[src/rtl/mem_port_arbiter.sv]
// Arbitrates the single unified memory port between instruction fetch and data
// accesses; data has priority, bounded by a fetch anti-starvation limit.
module mem_port_arbiter #(
  parameter int LATENCY      = 4,
  parameter int STARVE_LIMIT = 3,
  parameter int WORD         = 16
) (
  input  logic            clk,
  input  logic            reset_n,
  input  logic            i_req,
  input  logic [WORD-1:0] i_addr,
  output logic            i_done,
  output logic [WORD-1:0] i_rdata,
  input  logic            d_req,
  input  logic            d_write,
  input  logic [WORD-1:0] d_addr,
  input  logic [WORD-1:0] d_wdata,
  output logic            d_done,
  output logic [WORD-1:0] d_rdata,
  output logic            mem_read,
  output logic            mem_write,
  output logic [WORD-1:0] mem_addr,
  output logic [WORD-1:0] mem_wdata,
  input  logic [WORD-1:0] mem_rdata,
  output logic            busy,
  output logic            owner
);

  localparam logic [1:0] IDLE   = 2'd0;
  localparam logic [1:0] ACCESS = 2'd1;
  localparam logic [1:0] DONE   = 2'd2;

  localparam int CW = (LATENCY > 1) ? $clog2(LATENCY) : 1;
  localparam int SW = $clog2(STARVE_LIMIT + 1);
  localparam logic [CW-1:0] LAST_CNT = CW'(LATENCY - 1);
  localparam logic [SW-1:0] STARVE_MAX = SW'(STARVE_LIMIT);

  logic [1:0]    state;
  logic [CW-1:0] cnt;
  logic [SW-1:0] starve;
  logic          wr;
  logic          fetch_wins;

  // Fetch wins when alone, or when it has lost STARVE_LIMIT contested rounds in a row.
  assign fetch_wins = i_req & (~d_req | (starve == STARVE_MAX));

  always_ff @(posedge clk) begin
    if (!reset_n) begin
      state     <= IDLE;
      cnt       <= '0;
      starve    <= '0;
      wr        <= 1'b0;
      owner     <= 1'b0;
      mem_addr  <= '0;
      mem_wdata <= '0;
      i_rdata   <= '0;
      d_rdata   <= '0;
    end else begin
      case (state)
        IDLE: begin
          if (i_req || d_req) begin
            state <= ACCESS;
            cnt   <= '0;
            if (fetch_wins) begin
              owner     <= 1'b0;
              wr        <= 1'b0;
              mem_addr  <= i_addr;
              mem_wdata <= '0;
              starve    <= '0;
            end else begin
              owner     <= 1'b1;
              wr        <= d_write;
              mem_addr  <= d_addr;
              mem_wdata <= d_wdata;
              if (i_req && starve != STARVE_MAX) starve <= starve + SW'(1);
            end
          end
        end
        ACCESS: begin
          if (cnt == LAST_CNT) begin
            state <= DONE;
            if (!wr) begin
              if (owner) d_rdata <= mem_rdata;
              else       i_rdata <= mem_rdata;
            end
          end else begin
            cnt <= cnt + CW'(1);
          end
        end
        DONE:    state <= IDLE;
        default: state <= IDLE;
      endcase
    end
  end

  assign busy      = (state != IDLE);
  assign mem_read  = (state == ACCESS) & ~wr;
  assign mem_write = (state == ACCESS) &  wr;
  assign i_done    = (state == DONE) & ~owner;
  assign d_done    = (state == DONE) &  owner;

endmodule

[config.mk]
export PLATFORM = sky130hd
export DESIGN_NAME = mem_port_arbiter
export DESIGN_NICKNAME = d
export VERILOG_FILES = /design/src/rtl/mem_port_arbiter.sv
export SDC_FILE = /design/constraint.sdc
export NUM_CORES = 1
export LEC_CHECK = 0
export ABC_CLOCK_PERIOD_IN_PS = 1850
export CORE_ASPECT_RATIO = 1.4
export CORE_MARGIN = 2
export CORE_UTILIZATION = 41
export DETAILED_ROUTE_END_ITERATION = 7
export PLACE_DENSITY = 0.81
export SKIP_LAST_GASP = 1
export SYNTH_ARGS = -nofsm -noshare
export SYNTH_HDL_FRONTEND = slang
export SYNTH_SLANG_ARGS = --single-unit
[constraint.sdc]
create_clock -name clk -period 1.85 [get_ports clk]
set_input_delay 0.185 -clock clk [delete_from_list [all_inputs] [get_ports clk]]
set_output_delay 0.185 -clock clk [all_outputs]
set_load 0.005 [all_outputs]
==> qor.yml, run 1 <==
finish:
  insertedDiodeCount: 0
  multi_input_area_mm2: 0.00143
  register_area_mm2: 0.00145
  drive_above_1_share_pct: 8.47
  final_common_cell: "clkdlybuf4s50_1"
  final_cell_mix: "clkdlybuf4s50_1 (137), dfxtp_1 (70), nand2_1 (55), mux2i_1 (32), a22o_1 (17)"
  fillers: 588
  fin_nets: 503
  area_growth_pct: 55.5
global_route:
  grt_first_pass_wirelength_mm: 12.6
  grt.overflow.total: 0
  track_usage_pct: 19.2
  antenna_found_initial: 0
  grt_max_degree: 50
  grt_pass1_vias: 2678
critical_path:
  crit_fanout: 6
  rr_endpoint: "mem_addr[5]"
  regToRegSetupSlack_ps: 280
  rr_worst_depth: 5
  r2r-start: "starve[0]"
  crit_type: "flop to output pin"
  worst_ep_required_time_ps: 1660
  cp-end-kind: "output pin"
  startpoint: "owner"
  worstSetupStartpointType: "flop"
  crit_path_end: "d_done"
  crit_arrival_ps: 1550
sta:
  setup_viol: 0
  finalCritPeriodShare_pct: 93.6
  slew_viol_final: 0
  tns_ps: 0
  maxSlewHeadroom_pct: 52.3
  rsz0062_at_grt: "no"
  min_period_ps: 1730
  timing.fmax_mhz: 577
  worst_pin_slew_ps: 714
  hold_viol_final: 0
  fin_skew_ps: 9.78
cts:
  ctsHtreeMaxLevel: 3
  clock_sinks: 72
  root_buffer: "clkbuf_8"
  clkSlewWorstSetupHoldPaths_ps: 80
  cts_buffers: 9
  clkLatencyLatePin_ps: 340
  tritoncts: "done"
  cts_buffer_depth: 2
floorplan:
  core_area_mm2: 0.00727
  fp.dieH_um: 106
  die_area_mm2: 0.00808
  io-pin-count: 139
  initial_utilization_pct: 41.6
  fp.dieW_um: 76.6
  row_count: 37
synthesis:
  ys_seq_elements: 72
  synth_cells: 298
  syn_area_per_cell_um2: 10.1
  netlist.area_leader.share_pct: 47.7
  synth.cell_area_mm2: 0.00302
  synth_top_area_cell: "dfxtp_1"
  synthDistinctLibCells: 36
  synth_area_leaders: "dfxtp_1 (48%), mux2i_1 (11%), nand2_1 (6.8%)"
  ys_warn_count: 0
  yosysSeqAreaShare_pct: 47.7
  syn-num-nets: 369
route:
  post-route-drc-count: 0
  antenna_left: 0
  drt_iter0_drc: 69
  vias_per_cell: 5.06
  firstDrtPassIters: 4
  vias: 2703
  wl_per_cell_um: 14.2
  routed_wirelength_mm: 7.59
power:
  p_leak_nw: 1.94
  powerDensity_mw_per_mm2: 764
  irDropWorstVdd_v: 0.000551
  power.total_mw: 3.59
outcome:
  status: "finished clean"
worst_hold_path:
  min_path_type: "input port to flop"
placement:
  globalplace.congestion: 0.803
  place_hpwl_mm: 5.60
  io_buffers: 138
job:
  drv_cap: 0
[timing repair]
| item | 4_1_cts | 5_1_grt |
|---|---|---|
| hold buffers | 0 | 0 |
| endpoints found under the setup margin | 3 | 3 |
| setup buffers | 0 | 0 |
| resized for setup | 1 | 2 |
[through the flow]
stage          instances  util [%]  worst slack, ps  hold slack [ps]  instance area [um^2]
5_1_grt              534      64.6             22.5              150                  4700
2_1_floorplan        298         -              342              310                  3020
6_report             534      64.6              118              159                  4700
3_5_place_dp         518      61.5              106              450                  4470
3_3_place_gp         518      61.5              157              443                  4470
4_1_cts              534      64.6             65.4              147                  4690
[power breakdown]
group / total [mW] / switching (mW) / internal [mW]
Combinational: 0.560 / 0.205 / 0.355
Sequential: 1.66 / 0.0446 / 1.62
Clock: 1.37 / 0.600 / 0.767
[cell type report]
class / count / area share (%)
timing repair buffer: 149 / 31.3
tap: 97 / 2.58
inverter: 2 / 0.160
sequential: 72 / 30.8
clock inverter: 6 / 2.00
multi-input combinational: 198 / 30.4
clock buffer: 10 / 2.72
[synth_stat cells]
library cell / instances
nand4_2: 1
o311a_1: 16
or3b_2: 1
and2_1: 2
inv_2: 1
o21bai_1: 16
o21ai_0: 1
nor2_1: 2
dfxtp_1: 72
or3b_4: 1
a211oi_4: 1
nor2_2: 1
nand2b_1: 2
nor4_4: 1
buf_6: 4
nand2_1: 55
buf_2: 6
nor2_4: 1
buf_4: 2
nand3_1: 1
mux2i_1: 32
o211a_1: 1
o22ai_1: 2
inv_1: 1
a21boi_0: 16
nor3b_1: 2
o21ai_1: 1
buf_1: 4
and3b_1: 2
or3_1: 2
o21a_1: 1
a22o_1: 17
and3_1: 16
ha_1: 2
clkbuf_1: 10
a21boi_1: 2
[worst min-delay path by stage]
stage	slack, ps	end	from	cells after the start
6_report	160	starve[1]	reset_n	2
5_1_grt	150	starve[1]	reset_n	2
3_5_place_dp	450	starve[1]	starve[1]	2
4_1_cts	150	starve[1]	reset_n	2
2_1_floorplan	310	mem_wdata[0]	d_wdata[0]	1
3_3_place_gp	440	starve[1]	starve[1]	2
[cell families (layout without fill, tap and decap cells)]
kind of cell             after synthesis  after routing  synth area share (%)
AO/OA/AOI/OAI                         74             74                  20.7
adder cells (fa/ha/maj)                2              2                 0.828
AND/OR/NAND/NOR                       90             90                  15.2
multiplexers                          32             32                  10.6
buffers and inverters                 28            167                  4.97
flip-flops                            72             72                  47.7
[critical path, stage by stage (launching register included)]
cell and delay, ps:
dfxtp_1 470, and3b_1 220, clkdlybuf4s50_1 520
[routing by layer]
metal,vias up,GRT usage [%],wire length [um]
met5,-,0,0
met4,0,5.84,81
met3,8,6.76,525
met2,103,33.5,3790
met1,1252,22.0,3190
li1,1340,-,-
[flip-flops by register name, summed over array words and instances, names as in the netlist]
signal and cells:
cnt 2, d_rdata 16, i_rdata 16, mem_addr 16
mem_wdata 16, owner 1, starve 2, state 2
wr 1
No activity file was read; power rests on OpenSTA's default activity.
==> run 2: changes to the inputs <==
--- a/config.mk
+++ b/config.mk
@@ -5,13 +5,15 @@
 export SDC_FILE = /design/constraint.sdc
 export NUM_CORES = 1
 export LEC_CHECK = 0
+export ABC_AREA = 1
 export ABC_CLOCK_PERIOD_IN_PS = 1850
 export CORE_ASPECT_RATIO = 1.4
 export CORE_MARGIN = 2
-export CORE_UTILIZATION = 41
+export CORE_UTILIZATION = 42
 export DETAILED_ROUTE_END_ITERATION = 7
 export PLACE_DENSITY = 0.81
 export SKIP_LAST_GASP = 1
+export SLEW_MARGIN = 20
 export SYNTH_ARGS = -nofsm -noshare
 export SYNTH_HDL_FRONTEND = slang
 export SYNTH_SLANG_ARGS = --single-unit
==> run 2 against run 1 <==
- combinational power up 12%
- fmax is 0.17% lower
- design area grew 3.4%
- critical path depth rose by 2
- count of clock-buffer cells in the layout stayed put
- via count up 21%
- clock power down 3%
- sequential share of layout area shrank 1.1 points
- wire length is 6.6% higher
- cell count rose by 30%
- critical endpoint is now mem_write
- first-iteration DRC count is 26% higher
- utilization up 1.4 points
==> qor.yml, run 2 <==
outcome:
  status: "finished clean"
global_route:
  antenna_found_initial: 0  # unchanged
  grt_max_degree: 33  # -34%
  track_usage_pct: 20.1  # +0.84 points
  grt_pass1_vias: 3017  # +13%
  grt.overflow.total: 0  # unchanged
  grt_first_pass_wirelength_mm: 13.4  # +6.6%
sta:
  tns_ps: 0  # unchanged
  maxSlewHeadroom_pct: 79.3  # +27 points
  hold_viol_final: 0  # unchanged
  min_period_ps: 1740  # +3.03 ps
  worst_pin_slew_ps: 311  # -403 ps
  finalCritPeriodShare_pct: 93.8  # +0.16 points
  fin_skew_ps: 10.3  # +0.522 ps
  timing.fmax_mhz: 576  # -0.17%
  slew_viol_final: 0  # unchanged
  setup_viol: 0  # unchanged
route:
  wl_per_cell_um: 11.6  # -18%
  vias_per_cell: 4.71  # -6.9%
  post-route-drc-count: 0  # unchanged
  antenna_left: 0  # unchanged
  routed_wirelength_mm: 8.09  # +6.6%
  firstDrtPassIters: 4  # unchanged
  vias: 3274  # +21%
  drt_iter0_drc: 87  # +26%
power:
  power.share.clock_pct: 36.7  # -1.4 points
  irDropWorstVdd_v: 0.000653  # +19%
  p_leak_nw: 2.12  # +9.7%
  powerDensity_mw_per_mm2: 745  # -2.4%
  combPwrFrac_pct: 17.3  # +1.7 points
  swShare_pct: 24.6  # +0.92 points
  seqPwrFrac_pct: 46.0  # -0.3 points
  switchingPower_uw: 891  # +4.9%
  internal_power_mw: 2.73  # -0.26%
cts:
  clkLatencyLatePin_ps: 350  # about the same
  postCtsSetupBuffers: 0  # unchanged
  clock_sinks: 72  # unchanged
  cts_buffers: 9  # unchanged
  tritoncts: "done"
  cts_buffer_depth: 2  # unchanged
  cts_resized: 0  # -1
  root_buffer: "clkbuf_8"
  ctsHtreeMaxLevel: 3  # unchanged
  clkSlewWorstSetupHoldPaths_ps: 80  # about the same
  cts_hold_buf: 0  # unchanged
critical_path:
  cp-end-kind: "output pin"
  crit_arrival_ps: 1550  # about the same
  rr_worst_depth: 7  # +2
  cpPeakStageDelay_ps: 540  # +20 ps
  worstSetupStartpointType: "flop"
  crit_slowest_cell: "clkdlybuf4s50_1"
  crit_type: "flop to output pin"
  rr_endpoint: "i_rdata[7]"
  crit_chain: "clkinv_2, nand2_1, nor2_1, clkdlybuf4s50_1"
  r2r-start: "cnt[0]"
  crit_fanout: 5  # -1
  regToRegSetupSlack_ps: 410  # +130 ps
  worst_ep_required_time_ps: 1660  # about the same
synthesis:
  synth.cell_area_mm2: 0.00319  # +5.7%
  netlist.area_leader.share_pct: 45.1  # -2.6 points
  ys_seq_elements: 72  # unchanged
  synth_top_area_cell: "dfxtp_1"
  synth_edf_count: 0  # unchanged
  ys.flop_type: "dfxtp_1"
  synth_area_leaders: "dfxtp_1 (45%), nand2_1 (15%), nor2_1 (8.9%)"
  syn-num-nets: 530  # +44%
  syn_area_per_cell_um2: 6.96  # -31%
  yosysMostFrequentCell: "nand2_1"
  yosysSeqAreaShare_pct: 45.1  # -2.6 points
  async_reset_ff_share_pct: 0  # unchanged
  synth_common_cells: "nand2_1 (124), nor2_1 (76), dfxtp_1 (72)"
  synth_cells: 459  # +54%
  synthDistinctLibCells: 23  # -36%
  ys_warn_count: 0  # unchanged
finish:
  area_growth_pct: 52.2
  final_cell_mix: "clkdlybuf4s50_1 (137), nand2_1 (124), nor2_1 (76), dfxtp_1 (71), inv_1 (57)"
  insertedDiodeCount: 0  # unchanged
  final_common_cell: "clkdlybuf4s50_1"
  fin_nets: 664  # +32%
  fin_util_pct: 66.0  # +1.4 points
  drive_above_1_share_pct: 7.02  # -1.4 points
worst_hold_path:
  holdPathEnd: "mem_wdata[3]"
  hold_path_depth: 3  # +1
  hp-start: "d_wdata[3]"
  min_path_type: "input port to flop"
job:
  drv_cap: 0  # unchanged
floorplan:
  fp.dieW_um: 77.7  # +1.5%
  die_area_mm2: 0.00833  # +3.0%
  fp.dieH_um: 107  # +1.5%
  row_count: 37  # unchanged
  core_area_mm2: 0.00736  # +1.3%
  io-pin-count: 139  # unchanged
  initial_utilization_pct: 43.4  # +1.8 points
placement:
  globalplace.congestion: 0.746  # -7.1%
  io_buffers: 138  # unchanged
  place_hpwl_mm: 6.02  # +7.6%
-- run 2: cell count changes after synthesis, moves of 5 or more --
cell      previous run  this run
nand3_1              1        46
o21bai_1            16         1
inv_1                1        57
nor2_1               2        76
mux2i_1             32         0
and3_1              16         0
a22o_1              17         0
nand3_2              0         5
a21oi_1              0        36
a21boi_0            16         0
clkbuf_1            10         4
nand2_1             55       124
o311a_1             16         0
-- run 2: area by class of cell --
class / count / area [um^2]
clock inverter: 6 / 83.8
clock buffer: 10 / 128
tap: 97 / 121
timing repair buffer: 148 / 1510
fill: 650 / 2500
sequential: 72 / 1440
inverter: 59 / 223
multi-input combinational: 303 / 1350
-- run 2: power groups by stage --
stage	clock, mW	combinational [mW]	sequential (mW)
after detailed placement	0	0.625	1.70
after global routing	1.44	0.692	1.67
after global placement	0	0.611	1.70
final	1.33	0.626	1.67
after CTS	1.37	0.629	1.66
after floorplan	0	0.280	1.70
-- run 2: kinds of logic after synthesis --
logic type	Yosys count	synth area share, %
buffers and inverters	84	12.7
adders and majority gates	2	0.784
DFF	72	45.1
AOI/OAI and AO/OA	40	6.43
and+or+nand+nor	261	35.0
-- run 2: per-stage QoR --
stage          hold WS (ps)  cell area [um^2]  total power [mW]  setup slack (ps)  instances
2_1_floorplan           345              3190              1.98               620        459
3_3_place_gp            451              4640              2.31               382        679
3_5_place_dp            456              4640              2.32               363        679
4_1_cts                 394              4850              3.66              23.5        695
5_1_grt                 400              4860              3.81             -1.19        695
6_report                407              4860              3.62               115        695
-- run 2: layer usage --
metal	vias to the layer above	track usage, %	routed length [um]
met5	-	0	0
met4	0	8.16	131
met3	13	7.74	748
met2	143	35.1	4020
met1	1446	21.4	3190
li1	1672	-	-
-- run 2: worst max-delay path by stage --
stage / slack (ps) / startpoint / end
2_1_floorplan: 620 / starve[0] / mem_addr[12]
3_3_place_gp: 380 / i_req / mem_addr[8]
3_5_place_dp: 360 / d_req / mem_addr[12]
4_1_cts: 20 / state[0] / mem_write
5_1_grt: -1 / state[1] / mem_write
6_report: 110 / state[1] / mem_write
-- run 2: critical path: cells and delay by family (launching register included) --
family,cells,cell delay (ps)
buf+inv,2,640
flops,1,330
simple gates,2,240
